--- src/rtl/run_trace_pkg.sv ---
// Shared types and helpers for the run controller and its trace buffer.
package run_trace_pkg;

    // Controller phases: idle, holding the core in reset, running, finished.
    typedef enum logic [1:0] {
        IDLE       = 2'd0,
        RESET_HOLD = 2'd1,
        RUN        = 2'd2,
        DONE       = 2'd3
    } run_state_t;

    // Default datapath width of one traced core signal.
    localparam int TRACE_DATA_W = 32;

    // One trace record; the buffer stores it packed as {pc, alu}.
    typedef struct packed {
        logic [TRACE_DATA_W-1:0] pc;
        logic [TRACE_DATA_W-1:0] alu;
    } trace_entry_t;

    // Width of an occupancy count that can reach depth itself (0..depth).
    function automatic int level_width(input int depth);
        return $clog2(depth) + 1;
    endfunction

endpackage

--- src/rtl/trace_fifo.sv ---
// Synchronous first-word-fall-through FIFO. The head entry is presented
// combinationally from the storage array, so readout needs no prefetch.
// Pointers carry one extra bit so full and empty are distinguishable.
module trace_fifo
    import run_trace_pkg::*;
#(
    parameter int W     = 64,
    parameter int DEPTH = 16,
    localparam int AW   = $clog2(DEPTH),
    localparam int LW   = level_width(DEPTH)
) (
    input  logic          clk,
    input  logic          srst,
    input  logic          clear,
    input  logic          push,
    input  logic          pop,
    input  logic [W-1:0]  din,
    output logic [W-1:0]  dout,
    output logic          full,
    output logic          empty,
    output logic [LW-1:0] level
);

    logic [W-1:0] mem [DEPTH];
    logic [AW:0]  wr_ptr_reg;
    logic [AW:0]  rd_ptr_reg;
    logic         do_push;
    logic         do_pop;

    assign empty = (wr_ptr_reg == rd_ptr_reg);
    assign full  = (wr_ptr_reg[AW] != rd_ptr_reg[AW]) &&
                   (wr_ptr_reg[AW-1:0] == rd_ptr_reg[AW-1:0]);

    // A pop frees the head slot in the same edge, so a full FIFO may still
    // accept a push when it is being popped.
    assign do_pop  = pop && !empty;
    assign do_push = push && (!full || do_pop);

    assign level = wr_ptr_reg - rd_ptr_reg;
    assign dout  = mem[rd_ptr_reg[AW-1:0]];

    // Pointer update; a clear discards all contents and wins over push/pop.
    always_ff @(posedge clk) begin
        if (srst || clear) begin
            wr_ptr_reg <= '0;
            rd_ptr_reg <= '0;
        end else begin
            if (do_push) wr_ptr_reg <= wr_ptr_reg + (AW+1)'(1);
            if (do_pop)  rd_ptr_reg <= rd_ptr_reg + (AW+1)'(1);
        end
    end

    // Storage write; contents need no reset because the pointers gate them.
    always_ff @(posedge clk) begin
        if (do_push && !clear) begin
            mem[wr_ptr_reg[AW-1:0]] <= din;
        end
    end

endmodule

--- src/rtl/run_trace_ctrl.sv ---
// Run controller for the pipelined core: sequences core reset, runs the core
// for a bounded number of cycles or until a halt PC, and records one
// {pc, alu_output} sample per run cycle into a readable trace buffer.
module run_trace_ctrl
    import run_trace_pkg::*;
#(
    parameter int DATA_W     = 32,
    parameter int DEPTH      = 16,
    parameter int CNT_W      = 16,
    parameter int RST_CYCLES = 2,
    localparam int LVL_W     = level_width(DEPTH)
) (
    input  logic              clk,
    input  logic              reset,
    input  logic              start,
    input  logic [CNT_W-1:0]  run_cycles,
    input  logic              halt_en,
    input  logic [DATA_W-1:0] halt_pc,
    input  logic [DATA_W-1:0] pc,
    input  logic [DATA_W-1:0] alu_output,
    output logic              core_reset,
    output logic              busy,
    output logic              done,
    output logic              halted,
    output logic              overflow,
    output logic [CNT_W-1:0]  cycle_count,
    output logic [LVL_W-1:0]  trace_level,
    output logic              trace_valid,
    input  logic              trace_ready,
    output logic [DATA_W-1:0] trace_pc,
    output logic [DATA_W-1:0] trace_alu
);

    localparam int HW = (RST_CYCLES > 1) ? $clog2(RST_CYCLES) : 1;

    run_state_t          state_reg, state_next;
    logic [HW-1:0]       hold_cnt_reg, hold_cnt_next;
    logic [CNT_W-1:0]    cycle_count_reg, cycle_count_next;
    logic [CNT_W-1:0]    run_cycles_reg;
    logic                halt_en_reg;
    logic [DATA_W-1:0]   halt_pc_reg;
    logic                halted_reg, halted_next;
    logic                overflow_reg;
    logic                launch;
    logic                capture;
    logic                fifo_full;
    logic                fifo_empty;
    logic [2*DATA_W-1:0] fifo_dout;

    // Next-state logic: launch from IDLE/DONE, timed reset hold, run with
    // limit and PC-match termination (a halt match also records its sample).
    always_comb begin
        state_next       = state_reg;
        hold_cnt_next    = hold_cnt_reg;
        cycle_count_next = cycle_count_reg;
        halted_next      = halted_reg;
        launch           = 1'b0;
        capture          = 1'b0;
        case (state_reg)
            IDLE, DONE: begin
                if (start) begin
                    launch           = 1'b1;
                    hold_cnt_next    = '0;
                    cycle_count_next = '0;
                    halted_next      = 1'b0;
                    // A zero-length run finishes without releasing the core.
                    state_next = (run_cycles == '0) ? DONE : RESET_HOLD;
                end
            end
            RESET_HOLD: begin
                if (hold_cnt_reg == HW'(RST_CYCLES - 1)) begin
                    hold_cnt_next = '0;
                    state_next    = RUN;
                end else begin
                    hold_cnt_next = hold_cnt_reg + HW'(1);
                end
            end
            RUN: begin
                capture          = 1'b1;
                cycle_count_next = cycle_count_reg + CNT_W'(1);
                if (halt_en_reg && (pc == halt_pc_reg)) begin
                    halted_next = 1'b1;
                    state_next  = DONE;
                end else if (cycle_count_next == run_cycles_reg) begin
                    state_next = DONE;
                end
            end
            default: state_next = IDLE;
        endcase
    end

    // State and run counters.
    always_ff @(posedge clk) begin
        if (reset) begin
            state_reg       <= IDLE;
            hold_cnt_reg    <= '0;
            cycle_count_reg <= '0;
            halted_reg      <= 1'b0;
        end else begin
            state_reg       <= state_next;
            hold_cnt_reg    <= hold_cnt_next;
            cycle_count_reg <= cycle_count_next;
            halted_reg      <= halted_next;
        end
    end

    // Run configuration is captured only when a run is launched.
    always_ff @(posedge clk) begin
        if (reset) begin
            run_cycles_reg <= '0;
            halt_en_reg    <= 1'b0;
            halt_pc_reg    <= '0;
        end else if (launch) begin
            run_cycles_reg <= run_cycles;
            halt_en_reg    <= halt_en;
            halt_pc_reg    <= halt_pc;
        end
    end

    // Sticky drop flag: a capture into a full buffer with no pop to make room.
    always_ff @(posedge clk) begin
        if (reset || launch) begin
            overflow_reg <= 1'b0;
        end else if (capture && fifo_full && !trace_ready) begin
            overflow_reg <= 1'b1;
        end
    end

    trace_fifo #(
        .W     (2 * DATA_W),
        .DEPTH (DEPTH)
    ) u_trace_fifo (
        .clk   (clk),
        .srst  (reset),
        .clear (launch),
        .push  (capture),
        .pop   (trace_ready),
        .din   ({pc, alu_output}),
        .dout  (fifo_dout),
        .full  (fifo_full),
        .empty (fifo_empty),
        .level (trace_level)
    );

    assign core_reset  = (state_reg != RUN);
    assign busy        = (state_reg == RESET_HOLD) || (state_reg == RUN);
    assign done        = (state_reg == DONE);
    assign halted      = halted_reg;
    assign overflow    = overflow_reg;
    assign cycle_count = cycle_count_reg;
    assign trace_valid = !fifo_empty;
    assign trace_pc    = fifo_dout[2*DATA_W-1:DATA_W];
    assign trace_alu   = fifo_dout[DATA_W-1:0];

endmodule

--- config.mk ---
export PLATFORM = sky130hd
export DESIGN_NAME = run_trace_ctrl
export DESIGN_NICKNAME = d
export VERILOG_FILES = /design/src/rtl/run_trace_pkg.sv /design/src/rtl/trace_fifo.sv /design/src/rtl/run_trace_ctrl.sv
export SDC_FILE = /design/constraint.sdc
export NUM_CORES = 1
export LEC_CHECK = 0
export BUFFER_PORTS_ARGS = -buffer_cell sky130_fd_sc_hd__buf_2
export CAP_MARGIN = 25
export CELL_PAD_IN_SITES_DETAIL_PLACEMENT = 0
export CELL_PAD_IN_SITES_GLOBAL_PLACEMENT = 2
export CORE_UTILIZATION = 44
export CTS_CLUSTER_SIZE = 8
export DETAILED_ROUTE_END_ITERATION = 8
export PLACE_DENSITY = 0.76
export SLEW_MARGIN = 20
export SYNTH_ARGS = -nofsm -noshare
export SYNTH_HDL_FRONTEND = slang
export SYNTH_SLANG_ARGS = --single-unit
--- constraint.sdc ---
create_clock -name clk -period 7.35 [get_ports clk]
set_input_delay 1.47 -clock clk [delete_from_list [all_inputs] [get_ports clk]]
set_output_delay 1.47 -clock clk [all_outputs]
set_load 0.05 [all_outputs]
==> impl_summary.txt <==
----------------------------------------------------
[STA]
  Max-slew headroom at the worst pin ... 31.5%
  Unrepaired setup endpoints after global routing ... false
  Worst hold slack ... 0.464 ns
  Final clock skew ... 0.0204 ns
  Max Freq ... 196 MHz
  Max-slew violations ... 0
  Post-route clock period utilization ... 69.5%
  Clock period minus worst slack ... 5.11 ns
  Final setup violating endpoints ... 0
  Actual slew at the worst max-slew pin ... 1.03 ns
  Endpoints failing hold ... 0
  Setup TNS Final ... 0 ns

[Cells and area]
  Post-route design area ... ~50000 um2
  Net count reported at finish ... 2417
  Area Overhead vs Synth ... 16.2%
  Largest register FFs ... 1024
  Commonest cells after routing, fill and taps aside ... edfxtp_1 (1024), mux4_2 (320), buf_2 (207)
  Most frequent standard cell in the layout excluding fill and tap cells ... edfxtp_1
  Fraction of final layout cells sized beyond drive strength 1 ... between 30% and 40%

[Floorplan]
  Core Region ... between 90000 and 100000 um2
  Chip width ... 313 um
  Die outline height ... 313 um
  Die ar. ... 98200 um2
  Number of top-level pins ... 208
  Std-Cell Rows ... 113
  Initial Utilization ... 44.7%

[Route]
  Total vias in the final route ... 20600
  Wire per inst ... roughly 28 um
  Wire length after detailed routing ... approximately 100 mm
  Remaining number of nets flagged by the antenna check after routing ... 0
  First-pass detailed-route iteration total ... 5
  Mean number of vias per cell ... approximately 5.7
  Post-route DRC violation count ... 0
  Initial drt markers ... 1903

[Critical path]
  Startpoint types ... register
  Crit path capture type ... output pin
  Data required, critical path ... 5.88 ns
  Setup slack of the worst register-to-register path ... 3.49 ns
  Maximum fanout count along the critical path ... 54
  Startpoint of the most critical register-to-register path ... u_trace_fifo.wr_ptr_reg[2]
  Cells on worst reg2reg path ... 8
  CP Data Arrival Time ... around 3.6 ns
  Reg-to-reg endpoint ... u_trace_fifo.mem[3][4]
  Category of the critical setup timing path ... reg2out

[Power]
  Largest voltage drop on the vdd net ... 0.203 mV
  Clock group share of total power ... 41.5%
  Internal Power ... 11.5 mW
  Design Power ... 15.1 mW
  Gate power share ... between 10% and 20%
  Part of the power in registers ... approximately 47%
  Switching portion of total power ... 24.0%
  Net switching component of the power ... 3.63 mW
  Static power due to leakage ... about 16 nW
  Power Dens Cells ... 304 nW/um2

[GRT]
  Total global routing overflow ... 0
  Largest net degree at the start of global routing ... 72
  Number of antenna violations at the first check in global routing ... 19
  First-pass GRT wire length ... 146 mm
  Global router's overall resource usage ... approximately a fifth
  Via count of the first global-routing pass ... 21700

[Synthesis]
  Library cell with the largest summed area after synthesis ... edfxtp_1
  Number of synthesis warnings ... 0
  Flip-flop and latch count after synthesis ... 1108
  Share of synthesized registers carrying an async set or reset ... 0%
  Mean instance size in the synthesized netlist ... around 22 um2
  Area contributors post-synth ... edfxtp_1 (72%), mux4_2 (17%), dfxtp_1 (3.9%)
  Most frequently used flop master after synthesis ... edfxtp_1
  Register area share after synthesis ... around 76%
  Number of distinct library cells after synthesis ... 52
  Cell Area, Synth ... 42700 um2
  Post-synthesis cell count ... around 2000
  Number of flops mapped to enable cells by yosys ... 1024
  Fraction of post-synthesis cell area in the top cell type by area ... between 70 and 80%
  Post-synthesis net count ... around 2100

[Status]
  Status ... complete, no violations

[Place]
  Post-Place Cell Area ... around 45000 um2
  Final HPWL from detailed placement ... 56.2 mm
  Count of buffers from port buffering ... 207
  Final GP Congestion ... 0.797

[Clock tree]
  Number of setup buffers added after CTS ... 0
  H-tree Lvls ... 4
  Root buffer selected by CTS ... clkbuf_16
  TritonCTS clock tree ... built
  Total number of clock tree sinks ... 1108
  Register clock-pin slew on the reported worst setup and hold paths ... 0.05 ns
  CTS Hold Bufs ... 0
  Number of cells upsized or downsized after cts ... 0
  Number of CTS-inserted buffers ... ~160
  Worst-skew pair later-pin latency ... 0.73 ns
  Clock Path Buffers ... 3

[Hold path]
  Min-delay worst type ... reg2reg
  Hold Path Sink ... halt_en_reg
  Startpoint of the most critical hold path ... halt_en_reg
  Number of cells traversed by the worst hold path ... 2

[Job]
  Maxcap violations ... 0

----------------------------------------------------
## Yosys cell counts, types with 3 or more instances
library cell	number
xnor2_1	27
xor2_1	38
a21oi_1	67
nor2_1	50
buf_1	18
a22oi_1	5
nand3_1	4
o21ai_0	18
clkbuf_1	59
dfxtp_1	84
nand2_1	120
nor3_1	15
inv_1	14
nor4_1	14
nand4_1	9
nand2b_1	5
buf_2	25
ha_1	14
mux4_2	320
a211oi_1	5
and3_2	3
a31oi_1	3
edfxtp_1	1024
## worst max-delay path, cell delays in order (launching register included)
cell and delay (ns):
dfxtp_4 0.94, buf_4 0.70, mux4_2 0.42, mux4_2 0.55
buf_2 0.25
## area by class of cell
class                      instances  area, um2
clock buffer                     174       4010
sequential                      1108      32400
fill                            7551      46000
multi-input combinational        753       9860
clock inverter                    13        183
inverter                          14       52.6
tap                             1265       1580
antenna                            6       15.0
timing repair buffer             252       1450
## metrics by stage
step,util (%),instances,setup slack (ns)
2_1_floorplan,-,1980,0.233
3_3_place_gp,47.5,3392,2.87
3_5_place_dp,47.5,3392,2.87
4_1_cts,51.9,3579,2.13
5_1_grt,51.9,3579,2.02
6_report,51.9,3585,2.24
## layer usage
layer / global-route usage, % / up-vias / routed length, um
li1: - / 8775 / -
met2: 34.8 / 668 / 51200
met4: 5.96 / 20 / 2180
met1: 27.4 / 11000 / 41000
met5: 0 / - / 126
met3: 4.25 / 163 / 5800
## power by group through the flow
| stage | Sequential, mW | Clock, mW | Combinational, mW |
|---|---|---|---|
| 2_1_floorplan | 7.24 | 0 | 1.22 |
| 3_3_place_gp | 7.25 | 0 | 1.70 |
| 3_5_place_dp | 7.26 | 0 | 1.72 |
| 4_1_cts | 7.14 | 6.39 | 1.72 |
| 5_1_grt | 7.15 | 6.64 | 1.81 |
| 6_report | 7.14 | 6.27 | 1.69 |
## cells by family (layout without fill, tap and decap cells)
logic type                 count (synthesis)  count (layout)  share of synthesized area, %
AOI/OAI and AO/OA                        111             111                          1.47
xor gates and xnor gates                  65              65                          1.33
adders and majority gates                 15              15                         0.457
buffers and inverters                    119             453                          1.17
DFF                                     1108            1108                          76.0
muxes                                    321             321                          16.9
other                                      0               6                             0
and+or+nand+nor                          241             241                          2.66
## worst max-delay path by stage
stage / from / end / slack, ns / cells past startpoint
4_1_cts: register / trace_alu[4] / 2.13 / 4
3_3_place_gp: start / u_trace_fifo.mem[1][29] / 2.87 / 7
5_1_grt: register / trace_alu[5] / 2.02 / 4
2_1_floorplan: start / u_trace_fifo.mem[3][0] / 0.23 / 5
6_report: register / trace_pc[24] / 2.24 / 4
3_5_place_dp: start / u_trace_fifo.mem[2][60] / 2.87 / 7
Power figures use the tool's default switching activity.
